[config.mk]
export PLATFORM = sky130hd
export DESIGN_NAME = lcd_i2c_ctrl_flat
export DESIGN_NICKNAME = d
export VERILOG_FILES = /design/src/rtl/lcd_i2c_ctrl_if.sv /design/src/rtl/lcd_i2c_ctrl.sv /design/src/flat_wrapper.sv
export SDC_FILE = /design/constraint.sdc
export NUM_CORES = 1
export LEC_CHECK = 0
export ABC_AREA = 1
export ABC_CLOCK_PERIOD_IN_PS = 8300
export BUFFER_PORTS_ARGS = -buffer_cell sky130_fd_sc_hd__buf_2
export CORE_MARGIN = 4
export CORE_UTILIZATION = 40
export DETAILED_ROUTE_END_ITERATION = 8
export PLACE_DENSITY = 0.59
export SYNTH_ARGS = -nofsm -noshare
export SYNTH_HDL_FRONTEND = slang
export SYNTH_SLANG_ARGS = --single-unit
export TNS_END_PERCENT = 10
[constraint.sdc]
create_clock -name clk -period 8.3 [get_ports clk]
set_input_delay 1.66 -clock clk [delete_from_list [all_inputs] [get_ports clk]]
set_output_delay 1.66 -clock clk [all_outputs]
set_load 0.005 [all_outputs]
[src/rtl/lcd_i2c_ctrl_if.sv]
// Command (valid/ready) and byte-level I2C master signals of the HD44780/PCF8574 controller.
// The controller is the slave side; the environment (application plus I2C master) is the master side.
interface lcd_i2c_ctrl_if;
  logic       cmd_valid;
  logic       cmd_ready;
  logic       cmd_rs;
  logic [7:0] cmd_data;
  logic [6:0] i2c_addr;
  logic [7:0] i2c_data;
  logic       i2c_we;
  logic       i2c_busy;

  modport master (output cmd_valid, cmd_rs, cmd_data, i2c_busy,
                  input  cmd_ready, i2c_addr, i2c_data, i2c_we);
  modport slave  (input  cmd_valid, cmd_rs, cmd_data, i2c_busy,
                  output cmd_ready, i2c_addr, i2c_data, i2c_we);
endinterface

[src/rtl/lcd_i2c_ctrl.sv]
// HD44780 4-bit controller behind a PCF8574 backpack: power-on init, then command/data bytes as E-strobed nibbles.
// Optional cursor tracking with automatic line wrap when the macro AUTO_WRAP_EN is defined.
module lcd_i2c_ctrl #(
  parameter int unsigned CLK_HZ    = 100_000_000,
  parameter logic [6:0]  I2C_ADDR  = 7'h27,
  parameter int unsigned ROWS      = 2,
  parameter int unsigned COLS      = 16,
  parameter logic        BACKLIGHT = 1'b1
) (
  input  logic          clk,
  input  logic          rst,
  lcd_i2c_ctrl_if.slave bus,
  input  logic          bl_set,
  input  logic          bl_val,
  output logic          init_done,
  output logic          busy
);
  localparam int unsigned US = CLK_HZ / 1_000_000;

  if (ROWS < 1 || ROWS > 4 || COLS < 1 || COLS > 40) begin : g_bad_geometry
    $error("lcd_i2c_ctrl: ROWS must be 1..4 and COLS 1..40");
  end

  typedef enum logic [2:0] {PWR_WAIT, INIT_NIB, IDLE, NIB_E1, NIB_E0, DELAY
`ifdef AUTO_WRAP_EN
    , WRAP
`endif
  } state_t;
  typedef enum logic [1:0] {PH_WAIT, PH_REQ, PH_XFER} phase_t;

  function automatic logic [31:0] dly(input logic [15:0] us);
    return (us == 16'd0) ? 32'd0 : 32'(us) * 32'(US) - 32'd1;
  endfunction

  state_t      state, state_d;
  phase_t      phase, phase_d;
  logic [31:0] cnt, cnt_d;
  logic [3:0]  init_idx, init_idx_d;
  logic        lat_rs, lat_rs_d;
  logic [7:0]  lat_data, lat_data_d;
  logic        hi_sel, hi_sel_d, single, single_d, next_e0, next_e0_d;
  logic        bl, bl_d, done_q, done_d, we_q, we_d, ready_q, ready_d;
  logic [7:0]  data_q, data_d;
  logic [3:0]  nib;
  logic [15:0] post_us;
  logic [7:0]  init_byte;
  logic        end_unit, byte_done;

`ifdef AUTO_WRAP_EN
  localparam logic [6:0] ROW_OFF [4] = '{7'h00, 7'h40, 7'h14, 7'h54};
  logic [1:0] row, row_d, row_nx;
  logic [5:0] col, col_d;
  logic       matched;
  assign row_nx = (row == 2'(ROWS - 1)) ? 2'd0 : row + 2'd1;
`endif

  assign bus.i2c_addr  = I2C_ADDR;
  assign bus.i2c_data  = data_q;
  assign bus.i2c_we    = we_q;
  assign bus.cmd_ready = ready_q;
  assign init_done     = done_q;
  assign busy          = (state != IDLE);

  // Single init nibbles occupy the high half of lat_data and end their unit after one nibble.
  always_comb begin
    case (init_idx)
      4'd4:    init_byte = 8'h28;
      4'd5:    init_byte = 8'h08;
      4'd6:    init_byte = 8'h01;
      4'd7:    init_byte = 8'h06;
      default: init_byte = 8'h0C;
    endcase
    nib      = hi_sel ? lat_data[7:4] : lat_data[3:0];
    end_unit = single || !hi_sel;
    if (single)
      post_us = (init_idx == 4'd0) ? 16'd4100 : 16'd100;
    else if (!lat_rs && (lat_data == 8'h01 || lat_data == 8'h02))
      post_us = 16'd2000;
    else
      post_us = 16'd53;
  end

  always_comb begin
    state_d    = state;
    phase_d    = phase;
    cnt_d      = cnt;
    init_idx_d = init_idx;
    lat_rs_d   = lat_rs;
    lat_data_d = lat_data;
    hi_sel_d   = hi_sel;
    single_d   = single;
    next_e0_d  = next_e0;
    done_d     = done_q;
    data_d     = data_q;
    we_d       = we_q;
    bl_d       = bl_set ? bl_val : bl;
    byte_done  = 1'b0;
`ifdef AUTO_WRAP_EN
    row_d   = row;
    col_d   = col;
    matched = 1'b0;
`endif

    // Per-byte handshake: wait for an idle master, hold we until busy is seen, then wait for busy to fall.
    if (state == NIB_E1 || state == NIB_E0) begin
      case (phase)
        PH_WAIT: if (!bus.i2c_busy) begin
          we_d    = 1'b1;
          data_d  = {nib, bl_d, (state == NIB_E1), 1'b0, lat_rs};
          phase_d = PH_REQ;
        end
        PH_REQ: if (bus.i2c_busy) begin
          we_d    = 1'b0;
          phase_d = PH_XFER;
        end
        default: if (!bus.i2c_busy) begin
          phase_d   = PH_WAIT;
          byte_done = 1'b1;
        end
      endcase
    end

    case (state)
      PWR_WAIT: if (cnt == 32'd0) state_d = INIT_NIB; else cnt_d = cnt - 32'd1;
      INIT_NIB: begin
        lat_rs_d = 1'b0;
        hi_sel_d = 1'b1;
        single_d = (init_idx < 4'd4);
        lat_data_d = (init_idx < 4'd4) ? {((init_idx == 4'd3) ? 4'h2 : 4'h3), 4'h0} : init_byte;
        state_d = NIB_E1;
      end
      IDLE: if (bus.cmd_valid && ready_q) begin
        lat_rs_d   = bus.cmd_rs;
        lat_data_d = bus.cmd_data;
        hi_sel_d   = 1'b1;
        single_d   = 1'b0;
        state_d    = NIB_E1;
      end
      NIB_E1: if (byte_done) begin
        cnt_d = dly(16'd1); next_e0_d = 1'b1; state_d = DELAY;
      end
      NIB_E0: if (byte_done) begin
        cnt_d = dly(end_unit ? post_us : 16'd1); next_e0_d = 1'b0; state_d = DELAY;
      end
      DELAY: if (!bus.i2c_busy) begin
        if (cnt != 32'd0) cnt_d = cnt - 32'd1;
        else if (next_e0) state_d = NIB_E0;
        else if (!end_unit) begin
          hi_sel_d = 1'b0;
          state_d  = NIB_E1;
        end else if (!done_q) begin
          if (init_idx == 4'd8) begin
            done_d  = 1'b1;
            state_d = IDLE;
          end else begin
            init_idx_d = init_idx + 4'd1;
            state_d    = INIT_NIB;
          end
        end else begin
          state_d = IDLE;
`ifdef AUTO_WRAP_EN
          // Unmatched DDRAM addresses fall back to row 0 with the column folded into range.
          if (lat_rs) begin
            col_d = col + 6'd1;
            if (col == 6'(COLS - 1)) state_d = WRAP;
          end else if (lat_data == 8'h01 || lat_data == 8'h02) begin
            row_d = 2'd0;
            col_d = 6'd0;
          end else if (lat_data[7]) begin
            row_d = 2'd0;
            col_d = 6'(lat_data[6:0] % 7'(COLS));
            for (int r = 0; r < int'(ROWS); r++) begin
              if (!matched && lat_data[6:0] >= ROW_OFF[2'(r)] &&
                  8'(lat_data[6:0]) < 8'(ROW_OFF[2'(r)]) + 8'(COLS)) begin
                matched = 1'b1;
                row_d   = 2'(r);
                col_d   = 6'(lat_data[6:0] - ROW_OFF[2'(r)]);
              end
            end
          end
`endif
        end
      end
`ifdef AUTO_WRAP_EN
      WRAP: begin
        row_d      = row_nx;
        col_d      = 6'd0;
        lat_rs_d   = 1'b0;
        lat_data_d = {1'b1, ROW_OFF[row_nx]};
        hi_sel_d   = 1'b1;
        single_d   = 1'b0;
        state_d    = NIB_E1;
      end
`endif
      default: state_d = PWR_WAIT;
    endcase

    ready_d = (state_d == IDLE);
  end

  always_ff @(posedge clk) begin
    if (rst) begin
      state    <= PWR_WAIT;
      phase    <= PH_WAIT;
      cnt      <= dly(16'd40000);
      init_idx <= 4'd0;
      lat_rs   <= 1'b0;
      lat_data <= 8'h00;
      hi_sel   <= 1'b0;
      single   <= 1'b0;
      next_e0  <= 1'b0;
      bl       <= BACKLIGHT;
      done_q   <= 1'b0;
      data_q   <= 8'h00;
      we_q     <= 1'b0;
      ready_q  <= 1'b0;
`ifdef AUTO_WRAP_EN
      row      <= 2'd0;
      col      <= 6'd0;
`endif
    end else begin
      state    <= state_d;
      phase    <= phase_d;
      cnt      <= cnt_d;
      init_idx <= init_idx_d;
      lat_rs   <= lat_rs_d;
      lat_data <= lat_data_d;
      hi_sel   <= hi_sel_d;
      single   <= single_d;
      next_e0  <= next_e0_d;
      bl       <= bl_d;
      done_q   <= done_d;
      data_q   <= data_d;
      we_q     <= we_d;
      ready_q  <= ready_d;
`ifdef AUTO_WRAP_EN
      row      <= row_d;
      col      <= col_d;
`endif
    end
  end
endmodule
[src/flat_wrapper.sv]
// flat-port wrapper written by rule: the top's interface ports become plain ports
module lcd_i2c_ctrl_flat 
#(
  parameter int unsigned CLK_HZ    = 100_000_000,
  parameter logic [6:0]  I2C_ADDR  = 7'h27,
  parameter int unsigned ROWS      = 2,
  parameter int unsigned COLS      = 16,
  parameter logic        BACKLIGHT = 1'b1
)
  (clk, rst, bl_set, bl_val, init_done, busy, bus_cmd_valid, bus_cmd_rs, bus_cmd_data, bus_i2c_busy, bus_cmd_ready, bus_i2c_addr, bus_i2c_data, bus_i2c_we);
  lcd_i2c_ctrl_if bus_i ();
  input  logic clk;
  input  logic rst;
  input  logic bl_set;
  input  logic bl_val;
  output logic init_done;
  output logic busy;
  input wire logic [$bits(bus_i.cmd_valid)-1:0] bus_cmd_valid;
  input wire logic [$bits(bus_i.cmd_rs)-1:0] bus_cmd_rs;
  input wire logic [$bits(bus_i.cmd_data)-1:0] bus_cmd_data;
  input wire logic [$bits(bus_i.i2c_busy)-1:0] bus_i2c_busy;
  output wire logic [$bits(bus_i.cmd_ready)-1:0] bus_cmd_ready;
  output wire logic [$bits(bus_i.i2c_addr)-1:0] bus_i2c_addr;
  output wire logic [$bits(bus_i.i2c_data)-1:0] bus_i2c_data;
  output wire logic [$bits(bus_i.i2c_we)-1:0] bus_i2c_we;
  assign bus_i.cmd_valid = bus_cmd_valid;
  assign bus_i.cmd_rs = bus_cmd_rs;
  assign bus_i.cmd_data = bus_cmd_data;
  assign bus_i.i2c_busy = bus_i2c_busy;
  assign bus_cmd_ready = bus_i.cmd_ready;
  assign bus_i2c_addr = bus_i.i2c_addr;
  assign bus_i2c_data = bus_i.i2c_data;
  assign bus_i2c_we = bus_i.i2c_we;
  lcd_i2c_ctrl #(.CLK_HZ(CLK_HZ), .I2C_ADDR(I2C_ADDR), .ROWS(ROWS), .COLS(COLS), .BACKLIGHT(BACKLIGHT)) u_core (.clk(clk), .rst(rst), .bus(bus_i), .bl_set(bl_set), .bl_val(bl_val), .init_done(init_done), .busy(busy));
endmodule
==> flow_metrics.tcl, run 1 <==
set metrics [dict create \
    fillers 1238 \
    yosys_warnings 0 \
    drive_gt1_share_pct 10.9 \
    final_cell_area_um2 5270 \
    setup_ws_ns 4.40 \
    place.gp.congestion 0.883 \
    top_layer "met4" \
    clock_path_buffers 2 \
    rsz0062_at_grt "false" \
    core_area_um2 11600 \
    area_growth_pct 9.14 \
    finalCritPeriodShare_pct 47.0 \
    grt_pass1_vias 4574 \
    yosysSeqAreaShare_pct 26.5 \
    finalMaxSlewViolations 0 \
    r2r_end "u_core.cnt[14]" \
    layout_commonest_cell "nand2_1" \
    slew_headroom_pct 31.9 \
    synth_cells 758 \
    r2r-start "u_core.init_idx[0]" \
    path_class "flip-flop to flip-flop" \
    antenna_found_initial 0 \
    first_pass_iters 7 \
    die_y_um 118 \
    cts_sinks 64 \
    r2r_slack_ns 4.40 \
    clock_skew_ns 0.00694 \
    hp-class "flip-flop to flip-flop" \
    syn_avg_cell_area_um2 6.37 \
    placed_area_um2 4990 \
    seq_area_um2 1280 \
    wl_met3_um 543 \
    clkTransAtPathRegs_ns 0.06 \
    tightestPinTransition_ns 1.02 \
    synth_cell_types 47 \
    clockRootBuffer "clkbuf_16" \
    post_cts_buffers 0 \
    grt_usage_pct 19.0 \
    grt_remaining_overflow 0 \
    cts_buffers 9 \
    setup_viol_count_final 0 \
    dieArea_um2 13900 \
    start_util_pct 41.6 \
    setup_tns_ns 0 \
    layout_common_cells "nand2_1, nor2_1, inv_1" \
    fmax_mhz 256 \
    final_nets 822 \
    synthArstFlopShare_pct 0 \
    worstPathMaxFanout 6 \
    period_minus_slack_ns 3.90 \
    cp-startpoint "u_core.init_idx[0]" \
    hp-start "u_core.phase[0]" \
    dp_slack_ns 4.39 \
    viasPerCell 5.16 \
    grt_pass1_wl_um 22000 \
    routed_wl_um 12800 \
    ant_nets 0 \
    finalHoldViolCount 0 \
    ios 34 \
    htreeDepth 3 \
    drc 0 \
    leakage_nw 2.58 \
    drt-met1-wl_um 6130 \
    required_ns 8.59 \
    wl_met2_um 5840 \
    multiInputGateArea_um2 3050 \
    synth-main-ff-cell "dfxtp_1" \
    drv_cap 0 \
    grt_start_max_net_pins 37 \
    crit_arrival_ns 4.19 \
    endpoint "u_core.cnt[14]" \
    synth_edf_count 0 \
    die_w_um 118 \
    drt-initial-drc-count 316 \
    p_per_area_nw_per_um2 132 \
    synth_area_um2 4830 \
    ff2ff_path_depth 20 \
    numPortBuffers 25 \
    diodes 0 \
    cts_hold_buf 0 \
    cts_tree "yes" \
    wl_per_cell_um 13.9 \
    rows 39 \
    place_hpwl_um 9600 \
    status "finished, final reports clean" \
    post_cts_resized 0 \
    synth-seq-cells 64 \
    vias 4761 \
    peakVddDrop_uv 82.6 \
    crit_path_start_kind "flip-flop" \
    clk_latency_ns 0.34 \
    hold-worst-slack_ns 0.464 \
    end_kind "flip-flop" \
]
## cell families after synthesis
logic type      synth area share [%]
buf+inv                         10.9
simple gates                    39.9
mux                            0.207
flops                           26.5
xor+xnor                        1.81
other cells                    0.155
fa+ha+maj                       8.44
compound gates                  12.1
## layer usage
metal | track usage [%] | up-vias
met1 | 24.4 | 2156
li1 | - | 2469
met3 | 4.37 | 33
met5 | 0 | -
met4 | 7.91 | 0
met2 | 30.8 | 103
## through the flow
step / util, % / instances / power (mW)
2_1_floorplan: - / 764 / 0.331
3_3_place_gp: 43.0 / 907 / 0.335
3_5_place_dp: 43.0 / 907 / 0.335
4_1_cts: 45.4 / 923 / 0.701
5_1_grt: 45.4 / 923 / 0.716
6_report: 45.4 / 923 / 0.694
## flip-flops by register name (all words and copies together) (netlist names), 2 cells and up
register             cells
u_core.phase             2
u_core.bus.i2c_data      7
u_core.cnt              32
u_core.lat_data          8
u_core.state             3
u_core.init_idx          4
## worst min path at each step
stage / end / slack (ns) / depth (start not counted)
after floorplan: u_core.bl / 0.43 / 2
after global placement: u_core.bus.i2c_we / 0.45 / 2
after detailed placement: u_core.bl / 0.46 / 2
after CTS: u_core.phase[0] / 0.47 / 2
after global routing: u_core.phase[0] / 0.50 / 2
final: u_core.phase[0] / 0.46 / 2
## area by class of cell
class	count	area share, %
clock buffer	9	4.27
clock inverter	7	1.07
multi-input combinational	580	57.8
sequential	64	24.3
tap	143	3.39
inverter	95	6.81
timing repair buffer	25	2.37
## power breakdown
group	switching [mW]	leakage [nW]	total, mW	internal (mW)
registers	0.00120	0.517	0.310	0.309
clock network	0.160	0.136	0.365	0.205
logic	0.0122	1.93	0.0189	0.00671
## critical path, stage by stage (launching register included)
cell and delay, ns:
dfxtp_1 0.34, inv_1 0.12, ha_1 0.25, inv_1 0.06, nor3_1 0.69, nor2_1 0.17, inv_1 0.09, ha_1 0.23
ha_1 0.30, ha_1 0.28, a21o_1 0.18, ha_1 0.35, nand2_1 0.07, inv_1 0.07, nand3_1 0.09, nand2_1 0.09
xor2_1 0.16, nand2_1 0.10, nand2_1 0.09, nand2_1 0.05, inv_1 0.04
## synth_stat cells (all sizes together), types with 2 or more instances
| cell type | n | area share [%] |
|---|---|---|
| nand2 | 198 | 16 |
| nor2 | 133 | 12 |
| inv | 93 | 7.3 |
| dfxtp | 64 | 27 |
| nand3 | 57 | 6.1 |
| a21oi | 46 | 4.8 |
| o21ai | 35 | 3.9 |
| ha | 31 | 8.0 |
| nand4 | 24 | 3.1 |
| buf | 18 | 2.9 |
| nor3 | 8 | 0.83 |
| a31oi | 7 | 0.91 |
| clkbuf | 7 | 0.54 |
| xnor2 | 6 | 1.1 |
| o211ai | 4 | 0.73 |
| xor2 | 4 | 0.73 |
| a21boi | 3 | 0.47 |
| nand3b | 3 | 0.47 |
| or2 | 3 | 0.39 |
| clkinv | 2 | 0.16 |
| conb | 2 | 0.16 |
| o32ai | 2 | 0.36 |
Note: power is estimated with default switching activity, not from simulation.
==> inputs of run 2 (changes only) <==
--- a/config.mk
+++ b/config.mk
@@ -6,7 +6,7 @@
 export NUM_CORES = 1
 export LEC_CHECK = 0
 export ABC_AREA = 1
-export ABC_CLOCK_PERIOD_IN_PS = 8300
+export ABC_CLOCK_PERIOD_IN_PS = 3890
 export BUFFER_PORTS_ARGS = -buffer_cell sky130_fd_sc_hd__buf_2
 export CORE_MARGIN = 4
 export CORE_UTILIZATION = 40
==> constraint.sdc (replaced) <==
create_clock -name clk -period 3.89 [get_ports clk]
set_input_delay 0.778 -clock clk [delete_from_list [all_inputs] [get_ports clk]]
set_output_delay 0.778 -clock clk [all_outputs]
set_load 0.005 [all_outputs]
==> run 2 against run 1 <==
Net effect:
- core utilization up 0.66 points
- first-iteration DRC count grew 11%
- sequential cell count unchanged
- die area did not move
- sequential share of layout area shrank 0.35 points
- worst setup slack worse by 4.0 ns
- cell count is 0.22% higher
==> flow_metrics.tcl, run 2 (synthesis results as in run 1) <==
set metrics [dict create \
    post_cts_buffers 0 \
    whs_path_depth 2 \
    r2r_slack_ns 0.40 \
    drive_gt1_share_pct 11.0 \
    place_hpwl_um 9640 \
    ios 34 \
    setup_viol_count_final 0 \
    ff2ff_path_depth 20 \
    clk_latency_ns 0.33 \
    cts_hold_buf 0 \
    top_register "u_core.cnt" \
    crit_arrival_ns 3.77 \
    clockRootBuffer "clkbuf_16" \
    layout_common_cells "nand2_1, nor2_1, inv_1" \
    viasPerCell 5.04 \
    cts_tree "yes" \
    clock_path_buffers 2 \
    grt_remaining_overflow 0 \
    rsz0062_at_grt "false" \
    antenna_found_initial 0 \
    dieArea_um2 13900 \
    finalCritPeriodShare_pct 89.7 \
    status "finished, final reports clean" \
    htreeDepth 3 \
    core_area_um2 11600 \
    hold-worst-slack_ns 0.466 \
    fillers 1210 \
    fmax_mhz 287 \
    area_growth_pct 10.7 \
    grt_pass1_vias 4356 \
    post_cts_resized 0 \
    period_minus_slack_ns 3.49 \
    ant_nets 0 \
    layout_commonest_cell "nand2_1" \
    vias 4666 \
    first_pass_iters 5 \
    die_w_um 118 \
    grt_usage_pct 18.6 \
    wl_per_cell_um 13.8 \
    drv_cap 0 \
    required_ns 4.17 \
    tightestPinTransition_ns 0.736 \
    end_kind "flip-flop" \
    diodes 0 \
    leakage_nw 2.62 \
    cts_sinks 64 \
    path_class "flip-flop to flip-flop" \
    finalHoldViolCount 0 \
    p_per_area_nw_per_um2 305 \
    rows 39 \
    finalMaxSlewViolations 0 \
    p_switching_mw 0.335 \
    peakVddDrop_uv 208 \
    drt-initial-drc-count 350 \
    grt_pass1_wl_um 21500 \
    numPortBuffers 25 \
    multiInputGateArea_um2 3050 \
    place.gp.congestion 0.877 \
    final_nets 825 \
    start_util_pct 41.6 \
    hp-class "flip-flop to flip-flop" \
    routed_wl_um 12700 \
    p_int_mw 1.30 \
    clock_skew_ns 0.00632 \
    die_y_um 118 \
    grt_start_max_net_pins 29 \
    crit_path_start_kind "flip-flop" \
    worstPathMaxFanout 4 \
    drc 0 \
    pwr-share-clk_pct 56.9 \
    seq_area_um2 1280 \
    p_sw_share_pct 20.5 \
    largest_reg_flops 32 \
    setup_tns_ns 0 \
    cts_buffers 9 \
    comb_power_share_pct 2.6 \
    clkTransAtPathRegs_ns 0.06 \
    p_seq_share_pct 40.5 \
    slew_headroom_pct 50.9 \
]
[run 2: changes by cell type in the layout (fill, tap and decap cells not counted), sizes merged]
cell / before / now
clkbuf: 9 / 10
bufinv: 0 / 3
clkinv: 6 / 3
buf: 25 / 28
inv: 95 / 93
[run 2: layout make-up]
cell class | count | share of cell area, %
sequential | 64 | 24.0
timing repair buffer | 28 | 2.76
multi-input combinational | 580 | 57.0
inverter | 95 | 6.71
tap | 143 | 3.35
clock buffer | 10 | 4.28
clock inverter | 5 | 1.99
[run 2: path summary, 6_finish.rpt]
| check | from | to |
|---|---|---|
| hold reg to reg | u_core.bus.i2c_we | u_core.bus.i2c_we |
| setup reg to reg | u_core.lat_data[6] | u_core.cnt[14] |
| hold / removal | u_core.bus.i2c_we | u_core.bus.i2c_we |
| setup / recovery | u_core.lat_data[6] | u_core.cnt[14] |
[run 2: layer usage]
metal  GRT usage, %  wire length (um)
met3           3.27               422
met2           31.1              5990
met1           24.5              6130
met4           5.57               208
met5              0                 0
[run 2: worst max-delay path, cell delays in order, from the launching register on]
cell and delay (ns):
dfxtp_1 0.32, nor3_1 0.36, nand2_1 0.12, o21ai_0 0.24, inv_1 0.12, nor2_1 0.14, inv_1 0.06, ha_1 0.28
ha_1 0.31, ha_1 0.30, a21o_1 0.18, ha_1 0.34, nand2_1 0.07, inv_1 0.08, nand3_1 0.08, nand2_1 0.09
xor2_1 0.16, nand2_1 0.06, nand2_1 0.07, nand2_1 0.04, inv_1 0.04
[run 2: power by group through the flow]
stage	sequential [mW]	clock [mW]	combinational, mW
2_1_floorplan	0.675	0	0.0322
3_3_place_gp	0.676	0	0.0415
3_5_place_dp	0.676	0	0.0420
4_1_cts	0.661	0.945	0.0424
5_1_grt	0.661	0.967	0.0482
6_report	0.661	0.930	0.0424
[run 2: stage by stage]
| stage | util, % | setup slack (ns) | instances | power, mW | area, um^2 |
|---|---|---|---|---|---|
| after floorplan | - | 0.703 | 764 | 0.707 | 4850 |
| after global placement | 43.2 | 0.571 | 910 | 0.717 | 5010 |
| after detailed placement | 43.2 | 0.418 | 910 | 0.718 | 5010 |
| after CTS | 46.1 | 0.375 | 925 | 1.65 | 5350 |
| after global routing | 46.1 | 0.0233 | 925 | 1.68 | 5350 |
| final | 46.1 | 0.402 | 925 | 1.63 | 5350 |
==> inputs of run 3 (changes only) <==
--- a/config.mk
+++ b/config.mk
@@ -6,7 +6,7 @@
 export NUM_CORES = 1
 export LEC_CHECK = 0
 export ABC_AREA = 1
-export ABC_CLOCK_PERIOD_IN_PS = 3890
+export ABC_CLOCK_PERIOD_IN_PS = 4100
 export BUFFER_PORTS_ARGS = -buffer_cell sky130_fd_sc_hd__buf_2
 export CORE_MARGIN = 4
 export CORE_UTILIZATION = 40
==> constraint.sdc (replaced) <==
create_clock -name clk -period 4.1 [get_ports clk]
set_input_delay 0.82 -clock clk [delete_from_list [all_inputs] [get_ports clk]]
set_output_delay 0.82 -clock clk [all_outputs]
set_load 0.005 [all_outputs]
==> run 3 against run 2 <==
Net effect:
- global-route usage increased by 0.12 points
- register-to-register slack improved by 0.21 ns
- combinational power decreased by 4%
- worst hold slack got worse by 0.0018 ns
- critical endpoint unchanged
- largest cell class unchanged
- cell count unchanged
==> flow_metrics.tcl, run 3 (synthesis results as in run 1) <==
set metrics [dict create \
    status "finished, final reports clean" \
    diodes 0 \
    cts_hold_buf 0 \
    cts_tree "yes" \
    p_sw_share_pct 21.4 \
    setup_tns_ns 0 \
    slew_headroom_pct 50.9 \
    clockRootBuffer "clkbuf_16" \
    ios 34 \
    drc 0 \
    p_per_area_nw_per_um2 270 \
    layout_commonest_cell "nand2_1" \
    finalCritPeriodShare_pct 85.2 \
    post_cts_buffers 0 \
    clkTransAtPathRegs_ns 0.05 \
    clock_path_buffers 2 \
    finalHoldViolCount 0 \
    wl_per_cell_um 13.9 \
    crit_arrival_ns 3.78 \
    rsz0062_at_grt "false" \
    pwr-share-clk_pct 53.2 \
    cts_sinks 64 \
    grt_usage_pct 18.7 \
    ant_nets 0 \
    path_class "flip-flop to flip-flop" \
    numPortBuffers 25 \
    first_pass_iters 5 \
    peakVddDrop_uv 160 \
    dieArea_um2 13900 \
    finalMaxSlewViolations 0 \
    required_ns 4.39 \
    grt_pass1_wl_um 21400 \
    core_area_um2 11600 \
    p_seq_share_pct 43.9 \
    top_register "u_core.cnt" \
    ff2ff_path_depth 20 \
    dp.cells 910 \
    antenna_found_initial 0 \
    clk_latency_ns 0.34 \
    end_kind "flip-flop" \
    routed_wl_um 12900 \
    final_util_pct 45.7 \
    clock_skew_ns 0.00427 \
    post_cts_resized 0 \
    p_switching_mw 0.306 \
    start_util_pct 41.6 \
    vias 4723 \
    fin_cells 925 \
    leakage_nw 2.60 \
    hp-class "flip-flop to flip-flop" \
    p_int_mw 1.12 \
    grt_start_max_net_pins 29 \
    fmax_mhz 286 \
    drt-initial-drc-count 293 \
    viasPerCell 5.11 \
    largest_reg_flops 32 \
    setup_viol_count_final 0 \
    rows 39 \
    comb_power_share_pct 2.8 \
    die_w_um 118 \
    die_y_um 118 \
    crit_path_start_kind "flip-flop" \
    fillers 1200 \
    place_hpwl_um 9690 \
    drive_gt1_share_pct 10.9 \
    period_minus_slack_ns 3.49 \
    tightestPinTransition_ns 0.736 \
    drv_cap 0 \
    final_nets 825 \
    cts_buffers 9 \
    grt_remaining_overflow 0 \
    htreeDepth 3 \
    worstPathMaxFanout 4 \
    layout_common_cells "nand2_1, nor2_1, inv_1" \
    grt_pass1_vias 4389 \
    whs_path_depth 2 \
    area_growth_pct 9.76 \
    place.gp.congestion 0.877 \
]
[run 3: changes by cell type in the layout (fill, tap and decap cells not counted), sizes merged]
cell	delta
bufinv	-2
clkbuf	+2
[run 3: area by class of cell]
type,instances,area (um^2),share of cell area [%]
inverters,95,359,6.77
well taps,143,179,3.37
clock inverters,3,42.5,0.802
multi-input cells,580,3050,57.5
repair buffers,28,148,2.78
flip-flops and latches,64,1280,24.2
clock buffers,12,246,4.65
[run 3: worst max-delay path, stage by stage, from the launching register on]
cell	delay, ns
dfxtp_1	0.32
nor3_1	0.36
nand2_1	0.11
o21ai_0	0.24
inv_1	0.12
nor2_1	0.14
inv_1	0.06
ha_1	0.28
ha_1	0.31
ha_1	0.30
a21o_1	0.18
ha_1	0.34
nand2_1	0.07
inv_1	0.08
nand3_1	0.09
nand2_1	0.09
xor2_1	0.15
nand2_1	0.06
nand2_1	0.07
nand2_1	0.04
inv_1	0.04
[run 3: through the flow]
stage | hold slack [ns] | setup WS (ns) | power (mW) | cell area, um^2
final | 0.464 | 0.608 | 1.43 | 5300
after global routing | 0.487 | 0.215 | 1.48 | 5300
after CTS | 0.467 | 0.602 | 1.44 | 5300
after detailed placement | 0.453 | 0.637 | 0.681 | 5010
after global placement | 0.443 | 0.781 | 0.680 | 5010
after floorplan | 0.431 | 0.913 | 0.671 | 4850
[run 3: path summary, 6_finish.rpt]
kind / start / to / slack [ns]
max: u_core.lat_data[6] / u_core.cnt[14] / 0.61
min: u_core.phase[0] / u_core.phase[0] / 0.46
max reg2reg: u_core.lat_data[6] / u_core.cnt[14] / 0.61
min reg2reg: u_core.phase[0] / u_core.phase[0] / 0.46
[run 3: layer usage]
metal,wire length (um),vias to the layer above,GRT usage [%]
met4,155,0,5.57
met1,5990,2114,24.3
met5,0,-,0
li1,-,2468,-
met2,6080,128,31.5
met3,650,13,3.60
[run 3: power by group through the flow]
stage | Clock, mW | Sequential, mW | Combinational (mW)
2_1_floorplan | 0 | 0.641 | 0.0305
3_3_place_gp | 0 | 0.641 | 0.0394
3_5_place_dp | 0 | 0.641 | 0.0401
4_1_cts | 0.775 | 0.628 | 0.0404
5_1_grt | 0.802 | 0.628 | 0.0457
6_report | 0.761 | 0.628 | 0.0406
